===== config.mk =====
export PLATFORM = sky130hd
export DESIGN_NAME = id_ex_stage
export DESIGN_NICKNAME = d
export VERILOG_FILES = /design/src/rtl/riscv_pkg.sv /design/src/rtl/id_hazard_detect.sv /design/src/rtl/id_ex_stage.sv
export SDC_FILE = /design/constraint.sdc
export NUM_CORES = 1
export LEC_CHECK = 0
export BUFFER_PORTS_ARGS = -buffer_cell sky130_fd_sc_hd__buf_2
export CAP_MARGIN = 15
export CORE_MARGIN = 3
export CORE_UTILIZATION = 40
export CTS_BUF_LIST = sky130_fd_sc_hd__clkbuf_8 sky130_fd_sc_hd__clkbuf_16
export DETAILED_ROUTE_END_ITERATION = 8
export PLACE_DENSITY = 0.73
export SLEW_MARGIN = 40
export SYNTH_ARGS = -nofsm -noshare
export SYNTH_HDL_FRONTEND = slang
export SYNTH_SLANG_ARGS = --single-unit

===== constraint.sdc =====
create_clock -name clk -period 4.5 [get_ports clk]
set_input_delay 1.125 -clock clk [delete_from_list [all_inputs] [get_ports clk]]
set_output_delay 1.125 -clock clk [all_outputs]
set_load 0.005 [all_outputs]

===== src/rtl/riscv_pkg.sv =====
// Shared RV32 decode definitions for the ID/EX stage.
// Contents:
//   OPC_*    major opcode values (instr[6:0])
//   ALUOP_*  ALUOp encodings produced by the main controller
//   PCREG_*  PC_Reg encodings (PC-relative writeback source)
//   ctrl_t   packed bundle of the 8 decode control fields carried into EX
//   gate_ctrl helper that forces a control bundle to a bubble
package riscv_pkg;

  localparam logic [6:0] OPC_LUI    = 7'b0110111;
  localparam logic [6:0] OPC_AUIPC  = 7'b0010111;
  localparam logic [6:0] OPC_JAL    = 7'b1101111;
  localparam logic [6:0] OPC_JALR   = 7'b1100111;
  localparam logic [6:0] OPC_BRANCH = 7'b1100011;
  localparam logic [6:0] OPC_LOAD   = 7'b0000011;
  localparam logic [6:0] OPC_STORE  = 7'b0100011;
  localparam logic [6:0] OPC_OPIMM  = 7'b0010011;
  localparam logic [6:0] OPC_OP     = 7'b0110011;

  localparam logic [1:0] ALUOP_ADD    = 2'b00;
  localparam logic [1:0] ALUOP_BRANCH = 2'b01;
  localparam logic [1:0] ALUOP_R      = 2'b10;
  localparam logic [1:0] ALUOP_I      = 2'b11;

  localparam logic [1:0] PCREG_NONE  = 2'b00;
  localparam logic [1:0] PCREG_AUIPC = 2'b01;
  localparam logic [1:0] PCREG_JAL   = 2'b10;
  localparam logic [1:0] PCREG_JALR  = 2'b11;

  typedef struct packed {
    logic       alusrc;
    logic       memtoreg;
    logic       regwrite;
    logic       memread;
    logic       memwrite;
    logic       branch;
    logic [1:0] aluop;
    logic [1:0] pc_reg;
  } ctrl_t;

  localparam ctrl_t CTRL_BUBBLE = '0;

  // An invalid decode slot must never carry side-effecting control into EX.
  function automatic ctrl_t gate_ctrl(input ctrl_t c, input logic valid);
    return valid ? c : CTRL_BUBBLE;
  endfunction

endpackage


===== src/rtl/id_hazard_detect.sv =====
// Combinational load-use hazard detection for the decode slot.
// Ports:
//   id_valid_i    decode slot holds a real instruction
//   id_opcode     decode instruction opcode
//   id_rs1/id_rs2 decode source register indices
//   ex_valid      EX slot valid
//   ex_memread    EX instruction is a load
//   ex_rd         EX destination register
//   uses_rs1/uses_rs2  decode instruction actually reads rs1/rs2
//   load_use      decode instruction needs the result of the load in EX
module id_hazard_detect
  import riscv_pkg::*;
#(
  parameter int REG_ADDR_W = 5
) (
  input  logic                  id_valid,
  input  logic [6:0]            id_opcode,
  input  logic [REG_ADDR_W-1:0] id_rs1,
  input  logic [REG_ADDR_W-1:0] id_rs2,
  input  logic                  ex_valid,
  input  logic                  ex_memread,
  input  logic [REG_ADDR_W-1:0] ex_rd,
  output logic                  uses_rs1,
  output logic                  uses_rs2,
  output logic                  load_use
);

  // U-type and JAL have immediate bits where rs1 would sit; never a real read.
  assign uses_rs1 = !((id_opcode == OPC_LUI) || (id_opcode == OPC_AUIPC) ||
                      (id_opcode == OPC_JAL));
  assign uses_rs2 = (id_opcode == OPC_OP) || (id_opcode == OPC_STORE) ||
                    (id_opcode == OPC_BRANCH);

  // x0 is hardwired to zero, so a load targeting it never produces a dependency.
  assign load_use = ex_valid && ex_memread && (ex_rd != '0) && id_valid &&
                    ((uses_rs1 && (id_rs1 == ex_rd)) ||
                     (uses_rs2 && (id_rs2 == ex_rd)));

endmodule


===== src/rtl/id_ex_stage.sv =====
// ID/EX pipeline register with load-use hazard detection.
// Registers decode-stage operands, instruction fields and control into EX with
// one cycle of latency, raises stall toward PC/IF-ID, and inserts bubbles on a
// load-use hazard or an EX redirect.
// Ports:
//   clk, rst_n                 clock and synchronous active-low reset
//   id_*                       decode-stage instruction, operands and control
//   ex_hold                    freeze the ID/EX contents
//   ex_redirect                kill the decode slot (taken branch/jump in EX)
//   stall                      hold PC and IF/ID this cycle
//   ex_*                       registered EX-stage copies
// Optional feature macro ID_EX_PERF_CNT_EN adds perf_stall_cnt / perf_flush_cnt
// saturating counters of load-use bubbles and redirect cycles.
module id_ex_stage
  import riscv_pkg::*;
#(
  parameter int XLEN       = 32,
  parameter int REG_ADDR_W = 5
`ifdef ID_EX_PERF_CNT_EN
  ,
  parameter int PERF_CNT_W = 32
`endif
) (
  input  logic                  clk,
  input  logic                  rst_n,
  input  logic                  id_valid,
  input  logic [XLEN-1:0]       id_pc,
  input  logic [31:0]           id_instr,
  input  logic [XLEN-1:0]       id_rs1_data,
  input  logic [XLEN-1:0]       id_rs2_data,
  input  logic [XLEN-1:0]       id_imm,
  input  logic                  id_alusrc,
  input  logic                  id_memtoreg,
  input  logic                  id_regwrite,
  input  logic                  id_memread,
  input  logic                  id_memwrite,
  input  logic                  id_branch,
  input  logic [1:0]            id_aluop,
  input  logic [1:0]            id_pc_reg,
  input  logic                  ex_hold,
  input  logic                  ex_redirect,
  output logic                  stall,
  output logic                  ex_valid,
  output logic [XLEN-1:0]       ex_pc,
  output logic [XLEN-1:0]       ex_rs1_data,
  output logic [XLEN-1:0]       ex_rs2_data,
  output logic [XLEN-1:0]       ex_imm,
  output logic [REG_ADDR_W-1:0] ex_rs1,
  output logic [REG_ADDR_W-1:0] ex_rs2,
  output logic [REG_ADDR_W-1:0] ex_rd,
  output logic [2:0]            ex_funct3,
  output logic [6:0]            ex_funct7,
  output logic                  ex_alusrc,
  output logic                  ex_memtoreg,
  output logic                  ex_regwrite,
  output logic                  ex_memread,
  output logic                  ex_memwrite,
  output logic                  ex_branch,
  output logic [1:0]            ex_aluop,
  output logic [1:0]            ex_pc_reg
`ifdef ID_EX_PERF_CNT_EN
  ,
  output logic [PERF_CNT_W-1:0] perf_stall_cnt,
  output logic [PERF_CNT_W-1:0] perf_flush_cnt
`endif
);

  // Decode field extraction
  logic [6:0]            id_opcode;
  logic [REG_ADDR_W-1:0] id_rs1, id_rs2, id_rd;
  ctrl_t                 id_ctrl;

  assign id_opcode = id_instr[6:0];
  assign id_rd     = id_instr[7  +: REG_ADDR_W];
  assign id_rs1    = id_instr[15 +: REG_ADDR_W];
  assign id_rs2    = id_instr[20 +: REG_ADDR_W];
  assign id_ctrl   = '{alusrc:   id_alusrc,   memtoreg: id_memtoreg,
                       regwrite: id_regwrite, memread:  id_memread,
                       memwrite: id_memwrite, branch:   id_branch,
                       aluop:    id_aluop,    pc_reg:   id_pc_reg};

  // Pipeline state
  logic                  valid_q,    valid_d;
  logic [XLEN-1:0]       pc_q,       pc_d;
  logic [XLEN-1:0]       rs1_data_q, rs1_data_d;
  logic [XLEN-1:0]       rs2_data_q, rs2_data_d;
  logic [XLEN-1:0]       imm_q,      imm_d;
  logic [REG_ADDR_W-1:0] rs1_q,      rs1_d;
  logic [REG_ADDR_W-1:0] rs2_q,      rs2_d;
  logic [REG_ADDR_W-1:0] rd_q,       rd_d;
  logic [2:0]            funct3_q,   funct3_d;
  logic [6:0]            funct7_q,   funct7_d;
  ctrl_t                 ctrl_q,     ctrl_d;

  logic uses_rs1, uses_rs2, load_use;

  id_hazard_detect #(.REG_ADDR_W(REG_ADDR_W)) u_hazard (
    .id_valid   (id_valid),
    .id_opcode  (id_opcode),
    .id_rs1     (id_rs1),
    .id_rs2     (id_rs2),
    .ex_valid   (valid_q),
    .ex_memread (ctrl_q.memread),
    .ex_rd      (rd_q),
    .uses_rs1   (uses_rs1),
    .uses_rs2   (uses_rs2),
    .load_use   (load_use)
  );

  // A redirect discards the decode slot, so there is nothing left to stall for.
  assign stall = (load_use || ex_hold) && !ex_redirect;

  // Priority: redirect (bubble) > hold (keep) > load-use (bubble) > load.
  always_comb begin
    valid_d    = valid_q;
    pc_d       = pc_q;
    rs1_data_d = rs1_data_q;
    rs2_data_d = rs2_data_q;
    imm_d      = imm_q;
    rs1_d      = rs1_q;
    rs2_d      = rs2_q;
    rd_d       = rd_q;
    funct3_d   = funct3_q;
    funct7_d   = funct7_q;
    ctrl_d     = ctrl_q;
    if (ex_redirect || (!ex_hold && load_use)) begin
      valid_d    = 1'b0;
      pc_d       = '0;
      rs1_data_d = '0;
      rs2_data_d = '0;
      imm_d      = '0;
      rs1_d      = '0;
      rs2_d      = '0;
      rd_d       = '0;
      funct3_d   = '0;
      funct7_d   = '0;
      ctrl_d     = CTRL_BUBBLE;
    end else if (!ex_hold) begin
      valid_d    = id_valid;
      pc_d       = id_pc;
      rs1_data_d = id_rs1_data;
      rs2_data_d = id_rs2_data;
      imm_d      = id_imm;
      rs1_d      = id_rs1;
      rs2_d      = id_rs2;
      rd_d       = id_rd;
      funct3_d   = id_instr[14:12];
      funct7_d   = id_instr[31:25];
      ctrl_d     = gate_ctrl(id_ctrl, id_valid);
    end
  end

  always_ff @(posedge clk) begin
    if (!rst_n) begin
      valid_q    <= 1'b0;
      pc_q       <= '0;
      rs1_data_q <= '0;
      rs2_data_q <= '0;
      imm_q      <= '0;
      rs1_q      <= '0;
      rs2_q      <= '0;
      rd_q       <= '0;
      funct3_q   <= '0;
      funct7_q   <= '0;
      ctrl_q     <= CTRL_BUBBLE;
    end else begin
      valid_q    <= valid_d;
      pc_q       <= pc_d;
      rs1_data_q <= rs1_data_d;
      rs2_data_q <= rs2_data_d;
      imm_q      <= imm_d;
      rs1_q      <= rs1_d;
      rs2_q      <= rs2_d;
      rd_q       <= rd_d;
      funct3_q   <= funct3_d;
      funct7_q   <= funct7_d;
      ctrl_q     <= ctrl_d;
    end
  end

  assign ex_valid    = valid_q;
  assign ex_pc       = pc_q;
  assign ex_rs1_data = rs1_data_q;
  assign ex_rs2_data = rs2_data_q;
  assign ex_imm      = imm_q;
  assign ex_rs1      = rs1_q;
  assign ex_rs2      = rs2_q;
  assign ex_rd       = rd_q;
  assign ex_funct3   = funct3_q;
  assign ex_funct7   = funct7_q;
  assign ex_alusrc   = ctrl_q.alusrc;
  assign ex_memtoreg = ctrl_q.memtoreg;
  assign ex_regwrite = ctrl_q.regwrite;
  assign ex_memread  = ctrl_q.memread;
  assign ex_memwrite = ctrl_q.memwrite;
  assign ex_branch   = ctrl_q.branch;
  assign ex_aluop    = ctrl_q.aluop;
  assign ex_pc_reg   = ctrl_q.pc_reg;

`ifdef ID_EX_PERF_CNT_EN
  logic [PERF_CNT_W-1:0] stall_cnt_q, stall_cnt_d;
  logic [PERF_CNT_W-1:0] flush_cnt_q, flush_cnt_d;

  // A load-use bubble is only actually inserted when neither redirect nor hold win.
  always_comb begin
    stall_cnt_d = stall_cnt_q;
    flush_cnt_d = flush_cnt_q;
    if (load_use && !ex_hold && !ex_redirect && (stall_cnt_q != '1))
      stall_cnt_d = stall_cnt_q + 1'b1;
    if (ex_redirect && (flush_cnt_q != '1))
      flush_cnt_d = flush_cnt_q + 1'b1;
  end

  always_ff @(posedge clk) begin
    if (!rst_n) begin
      stall_cnt_q <= '0;
      flush_cnt_q <= '0;
    end else begin
      stall_cnt_q <= stall_cnt_d;
      flush_cnt_q <= flush_cnt_d;
    end
  end

  assign perf_stall_cnt = stall_cnt_q;
  assign perf_flush_cnt = flush_cnt_q;
`endif

endmodule


Word-level counts from Yosys, hierarchy flattened
Index checks and enable logic that the tools add are counted.
{"block": "classes", "bitwise_logic": 1, "n_reduce_logical": 20, "n_mux": 1, "eq_ne": 8}
{"operator": "$eq 7x6->1 const B", "n": 3}
{"operator": "$eq 7x7->1 const B", "n": 2}
{"operator": "$eq 5x5->1", "n": 2}
{"operator": "$mux 10", "n": 1}
{"operator": "$logic_and 1x1->1", "n": 8}
{"operator": "$eq 7x5->1 const B", "n": 1}
{"operator": "$logic_or 1x1->1", "n": 7}
{"operator": "$reduce_bool 5->1", "n": 1}
{"operator": "$logic_not 1->1", "n": 3}
{"operator": "$reduce_or 2->1", "n": 1}
{"operator": "$not 1->1", "n": 1}
{"block": "word_totals", "reg_bits": 164, "output_inout_bits": 165, "wordCells": 48, "in_bits": 175}

Longest topological paths before layout
{"block": "logic_depth", "word_depth": 10, "depth_mapped": 7, "mapped_depth_nobuf": 5}

Cells and area by module
Synthesis repeated with hierarchy kept, for this count alone.
{"block": "unflattened", "cells_unflattened": 587, "area_unflattened_um2": 7314.5}
{"module": "id_ex_stage", "area_per_inst_um2": 7138.1, "seq_area_each_um2": 3283.1, "n_inst": 1, "cells_each": 563}
{"module": "id_hazard_detect", "area_per_inst_um2": 176.4, "seq_area_each_um2": 0.0, "n_inst": 1, "cells_each": 24}

Least setup slack after synthesis
Ideal clock, no wire load.
{"block": "synth_timing", "path_type": "input -> output", "startpoint": "input port id_instr[3]", "endpoint": "output port stall", "arrival_ns": 2.166, "n_path_buf": 0, "required_time_ns": 3.375, "cell_stages": 5, "slack_ns": 1.209, "path_cell_list": "nor3b_2 nand4_1 or4_4 a21oi_1 o21ba_2"}
{"block": "synth_between", "elab_chain_cells": 9, "elab_cells_between_ends": 17, "cone_classes": "6 x eq/ne; 11 x reduce/logical"}
{"item": "start, declared", "line": "id_ex_stage.sv:28", "text": "input logic [31:0] id_instr,"}
{"item": "$eq 7x6->1 or $eq 7x5->1 (tied branches)", "line": "id_hazard_detect.sv:29", "text": "assign uses_rs1 = !((id_opcode == OPC_LUI) || (id_opcode == OPC_AUIPC) ||"}
{"item": "$logic_or 1x1->1 (2 in a row)", "line": "id_hazard_detect.sv:29"}
{"item": "$logic_not 1->1", "line": "id_hazard_detect.sv:29"}
{"item": "$logic_and 1x1->1", "line": "id_hazard_detect.sv:36", "text": "((uses_rs1 && (id_rs1 == ex_rd)) ||"}
{"item": "$logic_or 1x1->1 (*)", "line": "id_hazard_detect.sv:36"}
{"item": "$logic_and 1x1->1 (*)", "line": "id_hazard_detect.sv:35", "text": "assign load_use = ex_valid && ex_memread && (ex_rd != '0) && id_valid &&"}
{"item": "$logic_or 1x1->1 (*)", "line": "id_ex_stage.sv:111", "text": "assign stall = (load_use || ex_hold) && !ex_redirect;"}
{"item": "$logic_and 1x1->1 (*)", "line": "id_ex_stage.sv:111"}
{"item": "end, declared", "line": "id_ex_stage.sv:42", "text": "output logic stall,"}
Every way passes the cells marked *; elsewhere a longest branch is shown, timed or not.

Worst setup path after layout
{"block": "layout_timing", "startpoint": "input port id_instr[21]", "endpoint": "output port stall"}
{"block": "layout_between", "elab_chain_cells": 6}
{"item": "$eq 5x5->1", "line": "id_hazard_detect.sv:37", "text": "(uses_rs2 && (id_rs2 == ex_rd)));"}
{"item": "$logic_and 1x1->1", "line": "id_hazard_detect.sv:37"}
{"item": "$logic_or 1x1->1", "line": "id_hazard_detect.sv:36"}
{"item": "$logic_and 1x1->1", "line": "id_hazard_detect.sv:35"}
{"item": "$logic_or 1x1->1", "line": "id_ex_stage.sv:111"}
{"item": "$logic_and 1x1->1", "line": "id_ex_stage.sv:111"}
Every way passes these cells.

==> results by group <==
Synth
  – Area leader, netlist: dfxtp_1
  – Mapped Cells: 576
  – Avg Synthesized Cell Area: 11.07 um2
  – Syn Nets: 751
  – Post-synth EDFFs: 0
  – #FFs+latches synth: 164
  – Mapped Area: 6379 um2
  – Sequential fraction of the synthesis area: 51.47%
  – Most common cell in the netlist: nor3_1
  – Yosys top cell area share: 51.47%
  – Ys Warns: 0
  – Top_reg_cell synth: dfxtp_1
  – Post-synthesis async set-or-reset flop share: 0%
  – Top post-synthesis cells by area: dfxtp_1 (51%), mux2i_1 (24%), nor3_1 (13%), buf_12 (3.1%), clkbuf_1 (2.1%)
  – Library cells used by synthesis: 26
  – List of most frequent post-synthesis cells: nor3_1 (165), dfxtp_1 (164), mux2i_1 (153), clkbuf_1 (36)

Global route
  – Initial antenna violation count: 0
  – GRT busiest layer: met2
  – GRT Overall Usage: 19.11%
  – Met2 Resource Use GR: 32.44%
  – Pin count of the biggest net entering global routing: 88
  – Met1 Use GR: 22.62%
  – Vias in the first global route: 5338
  – Met3 Track Usage GR: 6.641%
  – GR Overflow Total: 0
  – First-pass GRT wire length: 27510 um

Power and ir drop
  – Pleak: 4.383 nW
  – Maximum vdd drop: 261.4 uV
  – Total power draw: 3.244 mW
  – PD cells: 376.8 nW/um2

Clocking
  – Num CTS Buffers: 17
  – Clk slew on worst S/H paths: 60 ps
  – Clk_lat worst skew: 410 ps
  – CTS Buffer Depth: 2
  – Hold_buf cts: 0
  – CTS tree: yes
  – Post-CTS sizing: 0
  – Postcts setup bufs: 0
  – Clock root cell: clkbuf_16
  – Clk sinks: 164
  – H-tree levels: 4

Routing
  – Routed Antenna Nets: 0
  – WL final: 17620 um
  – Drt via density: 4.863
  – # DRC: 0
  – WL per Instance: 15.88 um
  – Drt pass-1 iters: 4
  – Vias: 5393
  – Initial DRC count: 224

Setup path
  – CP max stage delay: 560 ps
  – Cell Chain, Critical Path: buf_2, xnor2_1, nand4_1, or4_4, a21oi_1, o21ba_2, buf_2
  – Worst path slowest cell: or4_4
  – Worst setup path category: in2out
  – CP endpoint kind: primary output
  – CP arrival: 2680 ps
  – Most numerous cell on the critical path: buf_2
  – Type of origin of the critical path: primary input
  – WP data required: 3380 ps
  – Critical Path Fanout Max: 2

Timing
  – Setup Skew: 8.395 ps
  – Final Max Slew Viols: 0
  – Min Tclk post-route: 3809 ps
  – RSZ-0062 raised after global routing: false
  – FMAX: 0.2625 GHz
  – Final Setup Violations: 0
  – Slew margin rel.: 49.28%
  – Setup TNS: 0 ps
  – Final Cycle Share: 84.65%
  – Hold Vio Cnt, Final: 0
  – Tightest Pin Transition: 760.9 ps

Outcome
  – Run status: completed

Finish
  – Fraction of layout cells with a size suffix above 1: 42.87%
  – Fin util: 55.81%
  – Total Nets Final: 1060
  – Area Overhead vs Synth: 34.97%
  – Max FFs per register: 34
  – ANT cells: 0

Min path
  – Min-Delay Path Class: reg2reg

Die
  – Io pins: 340
  – Die Width: 132.3 um
  – Die Y: 132.3 um
  – Die area: 17500 um2
  – Core ar.: 15430 um2
  – Initial Util: 41.35%
  – Rows: 45

Job
  – Maxcap violations: 0

Placement
  – GPL Wtd Cong: 0.8187
  – Final HPWL DP: 12470 um
  – Buffers on Ports: 339
power by group:
part,internal [mW],leakage [nW],switching [mW],total [mW]
Clock,0.799,0.277,0.596,1.40
Combinational,0.172,2.77,0.153,0.325
Sequential,1.50,1.34,0.0246,1.52
final cells by class:
type	instances	area (um2)
Timing Repair Buffer	346	1821
Clock inverter	13	120.1
Tap cell	211	264.0
Sequential cell	164	3283
Fill cell	1428	6818
Multi-Input combinational cell	356	2669
Clock buffer	19	452.9
worst paths after layout:
path,start,to,slack [ps],depth (start not counted)
setup reg to reg,ex_rd[1],ex_pc[20],2150,6
hold / removal,ex_pc[15],ex_pc[15],530,2
hold reg to reg,ex_pc[15],ex_pc[15],530,2
setup / recovery,id_instr[21],stall,690,7
kinds of logic (layout without fill, tap and decap cells):
kind of cell	Yosys count	in the layout	share of synthesized area (%)
flops	164	164	51.47
simple gates	176	176	14.14
xor+xnor	10	10	1.373
compound gates	17	17	2.040
mux	153	153	24.01
buf+inv	56	378	6.963
cells in the final DEF (no fill, tap or decap):
master      count
a211oi_4        1
a21oi_1         2
a22oi_1        10
a31oi_1         1
buf_12          5
buf_2         338
buf_4           2
bufinv_16       1
clkbuf_16      17
clkbuf_8        3
clkinv_2        3
clkinvlp_4      3
dfxtp_1       164
inv_6           6
mux2i_1       153
nand2_1         1
nand2b_4        1
nand3_1         1
nand4_1         2
nor2_1          1
nor2b_1         1
nor2b_2         1
nor3_1        165
nor3b_2         1
o2111ai_1       1
o211ai_1        1
o21ba_2         1
or4_2           1
or4_4           1
xnor2_1         3
xor2_1          7
metal layers:
metal / share of wire [%] / vias up
met1: 42 / 2452
met2: 48 / 226
met3: 8.2 / 26
met5: 0 / -
met4: 1.8 / 0
li1: - / 2689
through the flow:
step                hold slack [ps]  instance area, um2  std cells  setup WS (ps)
floorplan                     516.6                6379        576           1209
global placement              509.8                8014       1076          770.0
detailed placement            515.6                8034       1077          735.7
CTS                           529.4                8607       1109          727.4
global route                  552.8                8610       1109          613.8
finish                        527.6                8610       1109          690.8
worst max-delay path, delay by kind of cell:
kind	cells	cell delay (ps)
AO/OA/AOI/OAI	2	450
XOR/XNOR	1	200
buffers and inverters	2	210
AND/OR/NAND/NOR	2	690
Power figures use the tool's default switching activity.
